$ cat src/rtl/record_streamer_pkg.sv
// Shared types and default sizing for the ROM record streamer.
package record_streamer_pkg;

    localparam int DEF_ADDR_WIDTH = 12;
    localparam int DEF_IP_WIDTH   = 32;
    localparam int DEF_URL_WIDTH  = 512;
    localparam int DEF_FIFO_DEPTH = 2;

    // Sequencer states: IDLE waits for start, RUN issues ROM reads,
    // DRAIN lets in-flight reads and buffered records leave.
    typedef enum logic [1:0] {
        IDLE  = 2'd0,
        RUN   = 2'd1,
        DRAIN = 2'd2
    } state_t;

    // One streamed record at the default widths; the top level builds the
    // same layout from its own width parameters.
    typedef struct packed {
        logic [DEF_IP_WIDTH-1:0]   ip;
        logic [DEF_URL_WIDTH-1:0]  url;
        logic [DEF_ADDR_WIDTH-1:0] index;
        logic                      last;
    } record_t;

endpackage

$ cat src/rtl/record_fifo.sv
// Small synchronous FIFO of records with occupancy and first-word-valid head.
module record_fifo
    import record_streamer_pkg::*;
#(
    parameter int  DEPTH = DEF_FIFO_DEPTH,
    parameter type T     = record_t,
    localparam int PTR_W = (DEPTH > 1) ? $clog2(DEPTH) : 1,
    localparam int OCC_W = $clog2(DEPTH + 1)
) (
    input  logic             clk,
    input  logic             reset_n,
    input  logic             i_push,
    input  T                 i_data,
    input  logic             i_pop,
    output T                 o_data,
    output logic             o_valid,
    output logic [OCC_W-1:0] o_occ
);

    T                 r_mem [DEPTH];
    logic [PTR_W-1:0] r_wr_ptr;
    logic [PTR_W-1:0] r_rd_ptr;
    logic [OCC_W-1:0] r_occ;

    logic             w_full;
    logic             w_do_push;
    logic             w_do_pop;

    // Pointers wrap explicitly so DEPTH need not be a power of two.
    function automatic logic [PTR_W-1:0] ptr_next(input logic [PTR_W-1:0] p);
        return (p == PTR_W'(DEPTH - 1)) ? '0 : p + PTR_W'(1);
    endfunction

    assign w_full    = (r_occ == OCC_W'(DEPTH));
    assign w_do_pop  = i_pop && (r_occ != '0);
    assign w_do_push = i_push && (!w_full || w_do_pop);

    // Capture pushed records into storage.
    // NOTE: the storage array has no reset; occupancy alone decides what is
    // valid, and the head is forced to zero whenever the FIFO is empty.
    always_ff @(posedge clk) begin
        if (w_do_push) begin
            r_mem[r_wr_ptr] <= i_data;
        end
    end

    // Advance pointers and track occupancy.
    // NOTE: sequential state uses non-blocking assignments so every register
    // samples the pre-edge values regardless of statement order.
    always_ff @(posedge clk or negedge reset_n) begin
        if (!reset_n) begin
            r_wr_ptr <= '0;
            r_rd_ptr <= '0;
            r_occ    <= '0;
        end else begin
            if (w_do_push) begin
                r_wr_ptr <= ptr_next(r_wr_ptr);
            end
            if (w_do_pop) begin
                r_rd_ptr <= ptr_next(r_rd_ptr);
            end
            if (w_do_push && !w_do_pop) begin
                r_occ <= r_occ + OCC_W'(1);
            end else if (!w_do_push && w_do_pop) begin
                r_occ <= r_occ - OCC_W'(1);
            end
        end
    end

    assign o_valid = (r_occ != '0);
    assign o_data  = o_valid ? r_mem[r_rd_ptr] : '0;
    assign o_occ   = r_occ;

endmodule

$ cat src/rtl/record_streamer.sv
// Walks a registered IP/URL ROM pair and streams each record over valid/ready,
// with start/stop, loop mode, credit-based backpressure and pass counting.
module record_streamer
    import record_streamer_pkg::*;
#(
    parameter int ADDR_WIDTH = DEF_ADDR_WIDTH,
    parameter int IP_WIDTH   = DEF_IP_WIDTH,
    parameter int URL_WIDTH  = DEF_URL_WIDTH,
    parameter int FIFO_DEPTH = DEF_FIFO_DEPTH
) (
    input  logic                  clk,
    input  logic                  reset_n,
    input  logic                  start,
    input  logic                  stop,
    input  logic                  loop,
    input  logic [ADDR_WIDTH:0]   num_records,
    output logic [ADDR_WIDTH-1:0] rom_address,
    output logic                  rom_read,
    input  logic [IP_WIDTH-1:0]   rom_ip_data,
    input  logic [URL_WIDTH-1:0]  rom_url_data,
    output logic                  out_valid,
    input  logic                  out_ready,
    output logic [IP_WIDTH-1:0]   out_ip,
    output logic [URL_WIDTH-1:0]  out_url,
    output logic [ADDR_WIDTH-1:0] out_index,
    output logic                  out_last,
    output logic                  busy,
    output logic                  done,
    output logic [15:0]           pass_count
);

    typedef struct packed {
        logic [IP_WIDTH-1:0]   ip;
        logic [URL_WIDTH-1:0]  url;
        logic [ADDR_WIDTH-1:0] index;
        logic                  last;
    } rec_t;

    localparam int OCC_W  = $clog2(FIFO_DEPTH + 1);
    localparam int CRED_W = OCC_W + 1;
    localparam logic [ADDR_WIDTH:0] MAX_RECORDS = {1'b1, {ADDR_WIDTH{1'b0}}};
    localparam logic [ADDR_WIDTH:0] COUNT_ONE   = (ADDR_WIDTH + 1)'(1);

    state_t                r_state;
    state_t                w_next_state;

    logic [ADDR_WIDTH-1:0] r_addr;
    logic [ADDR_WIDTH:0]   r_count;
    logic                  r_loop;
    logic                  r_rd_pending;
    logic [ADDR_WIDTH-1:0] r_rd_index;
    logic                  r_rd_last;
    logic                  r_done;
    logic [15:0]           r_pass_count;

    logic [ADDR_WIDTH:0]   w_clamped;
    logic                  w_issue;
    logic                  w_issue_last;
    logic                  w_pop;
    logic                  w_drain_empty;
    logic [OCC_W-1:0]      w_occ;
    logic [CRED_W-1:0]     w_used;
    logic [CRED_W-1:0]     w_limit;
    logic                  w_head_valid;
    rec_t                  w_head;
    rec_t                  w_push_rec;

    assign w_clamped = (num_records > MAX_RECORDS) ? MAX_RECORDS : num_records;
    assign w_pop     = w_head_valid && out_ready;

    // A read may issue while buffered + in-flight records, less the one
    // leaving this cycle, stay below the buffer size: no record can be lost.
    assign w_used  = CRED_W'(w_occ) + CRED_W'(r_rd_pending);
    assign w_limit = CRED_W'(FIFO_DEPTH) + CRED_W'(w_pop);

    assign w_issue_last = ({1'b0, r_addr} == (r_count - COUNT_ONE));

    // DRAIN may finish in the same cycle as the final transfer so that done
    // lands on the cycle right after it.
    assign w_drain_empty = !r_rd_pending &&
                           ((w_occ == '0) || ((w_occ == OCC_W'(1)) && w_pop));

    // State register.
    always_ff @(posedge clk or negedge reset_n) begin
        if (!reset_n) begin
            r_state <= IDLE;
        end else begin
            r_state <= w_next_state;
        end
    end

    // Next-state and read-issue decision; stop wins over a same-cycle issue.
    // NOTE: every output of this block gets a default first, so no path can
    // leave one unassigned and infer a latch.
    always_comb begin
        w_next_state = r_state;
        w_issue      = 1'b0;
        case (r_state)
            IDLE: begin
                if (start && (w_clamped != '0)) begin
                    w_next_state = RUN;
                end
            end
            RUN: begin
                if (stop) begin
                    w_next_state = DRAIN;
                end else if (w_used < w_limit) begin
                    w_issue = 1'b1;
                    if (w_issue_last && !r_loop) begin
                        w_next_state = DRAIN;
                    end
                end
            end
            DRAIN: begin
                if (w_drain_empty) begin
                    w_next_state = IDLE;
                end
            end
            default: begin
                w_next_state = IDLE;
            end
        endcase
    end

    // Pass setup, address counter and the one-deep in-flight read tracker.
    always_ff @(posedge clk or negedge reset_n) begin
        if (!reset_n) begin
            r_addr       <= '0;
            r_count      <= '0;
            r_loop       <= 1'b0;
            r_rd_pending <= 1'b0;
            r_rd_index   <= '0;
            r_rd_last    <= 1'b0;
        end else begin
            r_rd_pending <= w_issue;
            if ((r_state == IDLE) && start) begin
                r_count <= w_clamped;
                r_loop  <= loop;
                r_addr  <= '0;
            end else if (w_issue) begin
                r_rd_index <= r_addr;
                r_rd_last  <= w_issue_last;
                r_addr     <= w_issue_last ? '0 : r_addr + ADDR_WIDTH'(1);
            end
        end
    end

    // Done pulse and completed-pass counter.
    always_ff @(posedge clk or negedge reset_n) begin
        if (!reset_n) begin
            r_done       <= 1'b0;
            r_pass_count <= '0;
        end else begin
            r_done <= ((r_state == IDLE) && start && (w_clamped == '0)) ||
                      ((r_state == DRAIN) && w_drain_empty);
            if ((r_state == IDLE) && start) begin
                r_pass_count <= '0;
            end else if (w_pop && w_head.last) begin
                r_pass_count <= r_pass_count + 16'd1;
            end
        end
    end

    // ROM data arrives the cycle after the read and is tagged with its origin.
    assign w_push_rec.ip    = rom_ip_data;
    assign w_push_rec.url   = rom_url_data;
    assign w_push_rec.index = r_rd_index;
    assign w_push_rec.last  = r_rd_last;

    record_fifo #(
        .DEPTH (FIFO_DEPTH),
        .T     (rec_t)
    ) u_fifo (
        .clk     (clk),
        .reset_n (reset_n),
        .i_push  (r_rd_pending),
        .i_data  (w_push_rec),
        .i_pop   (w_pop),
        .o_data  (w_head),
        .o_valid (w_head_valid),
        .o_occ   (w_occ)
    );

    assign rom_address = r_addr;
    assign rom_read    = w_issue;
    assign out_valid   = w_head_valid;
    assign out_ip      = w_head.ip;
    assign out_url     = w_head.url;
    assign out_index   = w_head.index;
    assign out_last    = w_head.last;
    assign busy        = (r_state != IDLE);
    assign done        = r_done;
    assign pass_count  = r_pass_count;

endmodule

$ cat config.mk
export PLATFORM = sky130hd
export DESIGN_NAME = record_streamer
export DESIGN_NICKNAME = d
export VERILOG_FILES = /design/src/rtl/record_streamer_pkg.sv /design/src/rtl/record_fifo.sv /design/src/rtl/record_streamer.sv
export SDC_FILE = /design/constraint.sdc
export NUM_CORES = 1
export LEC_CHECK = 0
export CORE_AREA = 2 2 446 448
export DETAILED_ROUTE_END_ITERATION = 7
export DIE_AREA = 0 0 448 450
export PLACE_DENSITY_LB_ADDON = 0.08
export SYNTH_ARGS = -nofsm -noshare
export SYNTH_HDL_FRONTEND = slang
export SYNTH_HIERARCHICAL = 1
export SYNTH_SLANG_ARGS = --single-unit
$ cat constraint.sdc
create_clock -name clk -period 49.5 [get_ports clk]
set_input_delay 9.9 -clock clk [delete_from_list [all_inputs] [get_ports clk]]
set_output_delay 9.9 -clock clk [all_outputs]
set_load 0.02 [all_outputs]
==> tab_implementation.tex <==
\begin{tabular}{lr}
\hline
Metric & Value \\
\hline
\multicolumn{2}{l}{\textbf{STA}} \\
\quad Final worst-path cycle share & 44.8\% \\
\quad Time the final worst path needs with I/O delays and setup & 22,160 ps \\
\quad Highest Clock Rate & 45.1 MHz \\
\quad Aggregate negative setup slack & 0 ps \\
\quad Slew at the pin with the worst max-slew slack & 1020 ps \\
\quad Worst-case clock skew & 33.8 ps \\
\quad Worst hold slack & 472 ps \\
\quad Final hold vios & 0 \\
\quad Total count of max-transition violations in the final report & 0 \\
\quad Total setup violations reported at the end of the flow & 0 \\
\quad RSZ-0062 raised after global routing & no \\
\quad Relative slew margins & 31.9\% \\
\multicolumn{2}{l}{\textbf{Route}} \\
\quad Met3 layer wire length in the routed design & 10.3 mm \\
\quad Topmost layer with routed signal wires & met5 \\
\quad Count of antenna-violating nets left after detailed routing & 0 \\
\quad Avg WL per Cell & 25.0 um \\
\quad Met2 wire len & 87.8 mm \\
\quad DR vias/cell & 4.09 \\
\quad Router iterations before antenna repair & 5 \\
\quad Via Count & 27,300 \\
\quad Routed metal-1 wirelength & 64.5 mm \\
\quad DRC & 0 \\
\quad Routed wire length & 167 mm \\
\quad Number of DRC violations after detailed-routing iteration 0 & 1,406 \\
\multicolumn{2}{l}{\textbf{Pwr}} \\
\quad Cell area power density & 61.0 nW/um2 \\
\quad Worst voltage drop across the vdd grid & 0.0321 mV \\
\quad Static leakage & 22.9 nW \\
\multicolumn{2}{l}{\textbf{Die}} \\
\quad Starting density of the core & 23.1\% \\
\quad Y dimension of the die & 450 um \\
\quad Area of the die & 202,000 um2 \\
\quad Core Area & 197,000 um2 \\
\quad Number of rows in the core area & 163 \\
\quad Width of the die & 448 um \\
\quad I/O pin cnt & 1,152 \\
\multicolumn{2}{l}{\textbf{CTS}} \\
\quad Worst skew pair latency & 800 ps \\
\quad TritonCTS clock tree & done \\
\quad Count of cells resized by post-cts repair & 0 \\
\quad Clock sink count & 1,177 \\
\quad Number of CTS-inserted buffers & 147 \\
\quad Total setup buffers inserted after CTS & 0 \\
\quad Clock slew seen by the registers of the worst setup and hold paths & 50 ps \\
\quad Root Buffer Master & sky130\_fd\_sc\_hd\_\_clkbuf\_16 \\
\quad Clock Tree Buf Depth & 3 \\
\quad Post-CTS Hold Buffers & 0 \\
\quad Number of levels in the clock H-tree & 4 \\
\multicolumn{2}{l}{\textbf{Finish}} \\
\quad Final design utilization & 32.6\% \\
\quad Design Area, Final & 64,000 um2 \\
\quad Post-layout nets & 4,473 \\
\quad Share of post-route cells with drive strength above 1 & 5.98\% \\
\quad Count of non-filler cells in the finished layout & 6,666 \\
\quad Area growth syn-to-layout & 41.0\% \\
\multicolumn{2}{l}{\textbf{Synth}} \\
\quad Ys Warns & 6 \\
\quad Yosys top cell by area & sky130\_fd\_sc\_hd\_\_edfxtp\_1 \\
\quad Post-synthesis sequential area ratio & 77.1\% \\
\quad Number of standard cells after synthesis & 2,702 \\
\quad Most frequent cell after synthesis & sky130\_fd\_sc\_hd\_\_edfxtp\_1 \\
\quad Syn avg cell area & 16.8 um2 \\
\quad Number of distinct standard cells referenced by the synthesized netlist & 52 \\
\quad Async set-or-reset flop fraction in the synthesized netlist & 5.35\% \\
\quad Top area cells in the synthesized netlist & sky130\_fd\_sc\_hd\_\_edfxtp\_1, sky130\_fd\_sc\_hd\_\_mux2i\_1, sky130\_fd\_sc\_hd\_\_nor2\_1, sky130\_fd\_sc\_hd\_\_dfrtp\_1, sky130\_fd\_sc\_hd\_\_buf\_6 \\
\quad Share of the synthesized area in the top cell type & 73.7\% \\
\quad Most used DFF post-synth & sky130\_fd\_sc\_hd\_\_edfxtp\_1 \\
\quad Area of the mapped netlist & 45,400 um2 \\
\quad Synthesized flop and latch total & 1,177 \\
\quad Number of enable-type register cells in the synthesized netlist & 1,114 \\
\quad Post-Syn Nets & 3,271 \\
\quad Most used standard cells in the synthesized netlist & sky130\_fd\_sc\_hd\_\_edfxtp\_1, sky130\_fd\_sc\_hd\_\_nor2\_1, sky130\_fd\_sc\_hd\_\_mux2i\_1 \\
\multicolumn{2}{l}{\textbf{Critical path}} \\
\quad Sum of buffers and inverters on the critical path & 4 \\
\quad Crit path from & out\_ready \\
\quad Series of cell instances along the critical path & clkdlybuf4s50\_1, nand2\_1, o21a\_1, nor2\_1, nand2\_1, buf\_4, clkinv\_1, clkdlybuf4s50\_1 \\
\quad Critical path class & in2out \\
\quad Register-to-register setup slack & 44,230 ps \\
\quad Crit. End Element & primary output \\
\quad CP Data Required Time & 39,600 ps \\
\quad Largest delay share family, worst path & buffers and inverters \\
\quad Signal arrival time at the worst endpoint & 12,260 ps \\
\quad Type of origin of the critical path & primary input \\
\quad Highest cell delay on the worst timing path & 790 ps \\
\quad Worst-path cell with the longest stage delay & sky130\_fd\_sc\_hd\_\_clkdlybuf4s50\_1 \\
\quad Reg-to-reg critical path startpoint & u\_fifo/o\_occ[0] \\
\quad Worst Path Max Fanout & 23 \\
\multicolumn{2}{l}{\textbf{Min path}} \\
\quad Worst hold-check path type & reg2reg \\
\quad Startpoint of the worst hold path & r\_rd\_index[9] \\
\multicolumn{2}{l}{\textbf{Global route}} \\
\quad Largest net degree at the start of global routing & 139 \\
\quad Vias in the first global route & 27,000 \\
\quad Wire length of the first global-routing pass & 224 mm \\
\quad Grt ovf & 0 \\
\quad All-layer global routing usage & 16.0\% \\
\quad Number of antenna violations at the first check in global routing & 51 \\
\multicolumn{2}{l}{\textbf{Run status}} \\
\quad Status & completed \\
\multicolumn{2}{l}{\textbf{Placement}} \\
\quad Placed Instance Area & 59,600 um2 \\
\quad Routability Congestion & 0.815 \\
\quad Port Buffer Count & 1,151 \\
\quad Detailed placement HPWL & 120 mm \\
\quad Total placed cells including tap cells & 6,395 \\
\multicolumn{2}{l}{\textbf{Job}} \\
\quad MaxCap Viol Count & 0 \\
\hline
\end{tabular}
==> power by group <==
group          switching [mW]  internal, mW  leakage, nW
Clock                   0.432         0.568         2.17
Combinational           0.993         0.648         9.81
Sequential             0.0425          1.22         10.9
==> per-stage QoR <==
| stage | total power, mW | setup slack (ps) |
|---|---|---|
| floorplan | 2.25 | 14830 |
| global placement | 2.98 | 27250 |
| detailed placement | 2.97 | 27250 |
| CTS | 3.99 | 27250 |
| global route | 4.09 | 27090 |
| finish | 3.90 | 27340 |
==> layer usage <==
metal / GRT usage [%] / up-vias
met1: 18.3 / 13800
li1: - / 12500
met2: 28.8 / 725
met4: 4.29 / 32
met5: 0 / -
met3: 4.62 / 247
==> final timing paths <==
check | end | cells after the start
max in group asynchronous | u_fifo/r_rd_ptr | 2
min in group asynchronous | r_count[11] | 2
setup / recovery | rom_read | 8
hold reg to reg | u_fifo/r_mem[1][10] | 0
hold / removal | u_fifo/r_mem[1][10] | 0
setup reg to reg | u_fifo/r_mem[0][86] | 10
==> cell usage in the layout, fill, tap and decap left out, drive strengths merged, types with 15 or more instances in the layout <==
master,synthesis,final
buf,123,41
nor2,596,596
mux2i,558,558
nand3,17,17
clkdlybuf4s50,0,1150
diode,0,15
xnor2,20,20
inv,9,18
edfxtp,1114,1114
clkbuf,15,179
xor2,21,21
dfrtp,63,63
nand2,61,61
clkinv,1,67
==> cells by family (layout without fill, tap and decap cells) <==
group	count (synthesis)	count (layout)	share of synthesized area, %
flops	1177	1177	77.1
simple gates	726	726	6.43
xor+xnor	41	41	0.791
mux	559	559	12.3
fa+ha+maj	6	6	0.165
buf+inv	148	1457	2.39
compound gates	45	45	0.750
other cells	0	15	0
==> state kept, by name, summed over array words and instances, names as in the netlist, 2 cells and up <==
name,cells
pass_count,16
r_count,13
r_rd_index,12
r_state,2
rom_address,12
u_fifo/o_occ,2
u_fifo/r_mem,1114
==> worst register-to-register path, stage by stage, from the launching register on <==
cell                      delay (ps)
sky130_fd_sc_hd__dfrtp_1         530
sky130_fd_sc_hd__nor2_4          190
sky130_fd_sc_hd__inv_1           190
sky130_fd_sc_hd__nand2_1         110
sky130_fd_sc_hd__inv_1            90
sky130_fd_sc_hd__o31ai_2         100
sky130_fd_sc_hd__nor2_4          750
sky130_fd_sc_hd__buf_4           640
sky130_fd_sc_hd__buf_4           850
sky130_fd_sc_hd__buf_4           730
sky130_fd_sc_hd__buf_4           650
==> final cells by class <==
class / instances / area, um2
multi-input combinational: 1377 / 9300
clock inverter: 77 / 522
tap: 2640 / 3300
timing repair buffer: 1191 / 11900
inverter: 10 / 37.5
fill: 19700 / 133000
antenna: 15 / 37.5
clock buffer: 179 / 3920
sequential: 1177 / 35000
Note: power is estimated with default switching activity, not from simulation.
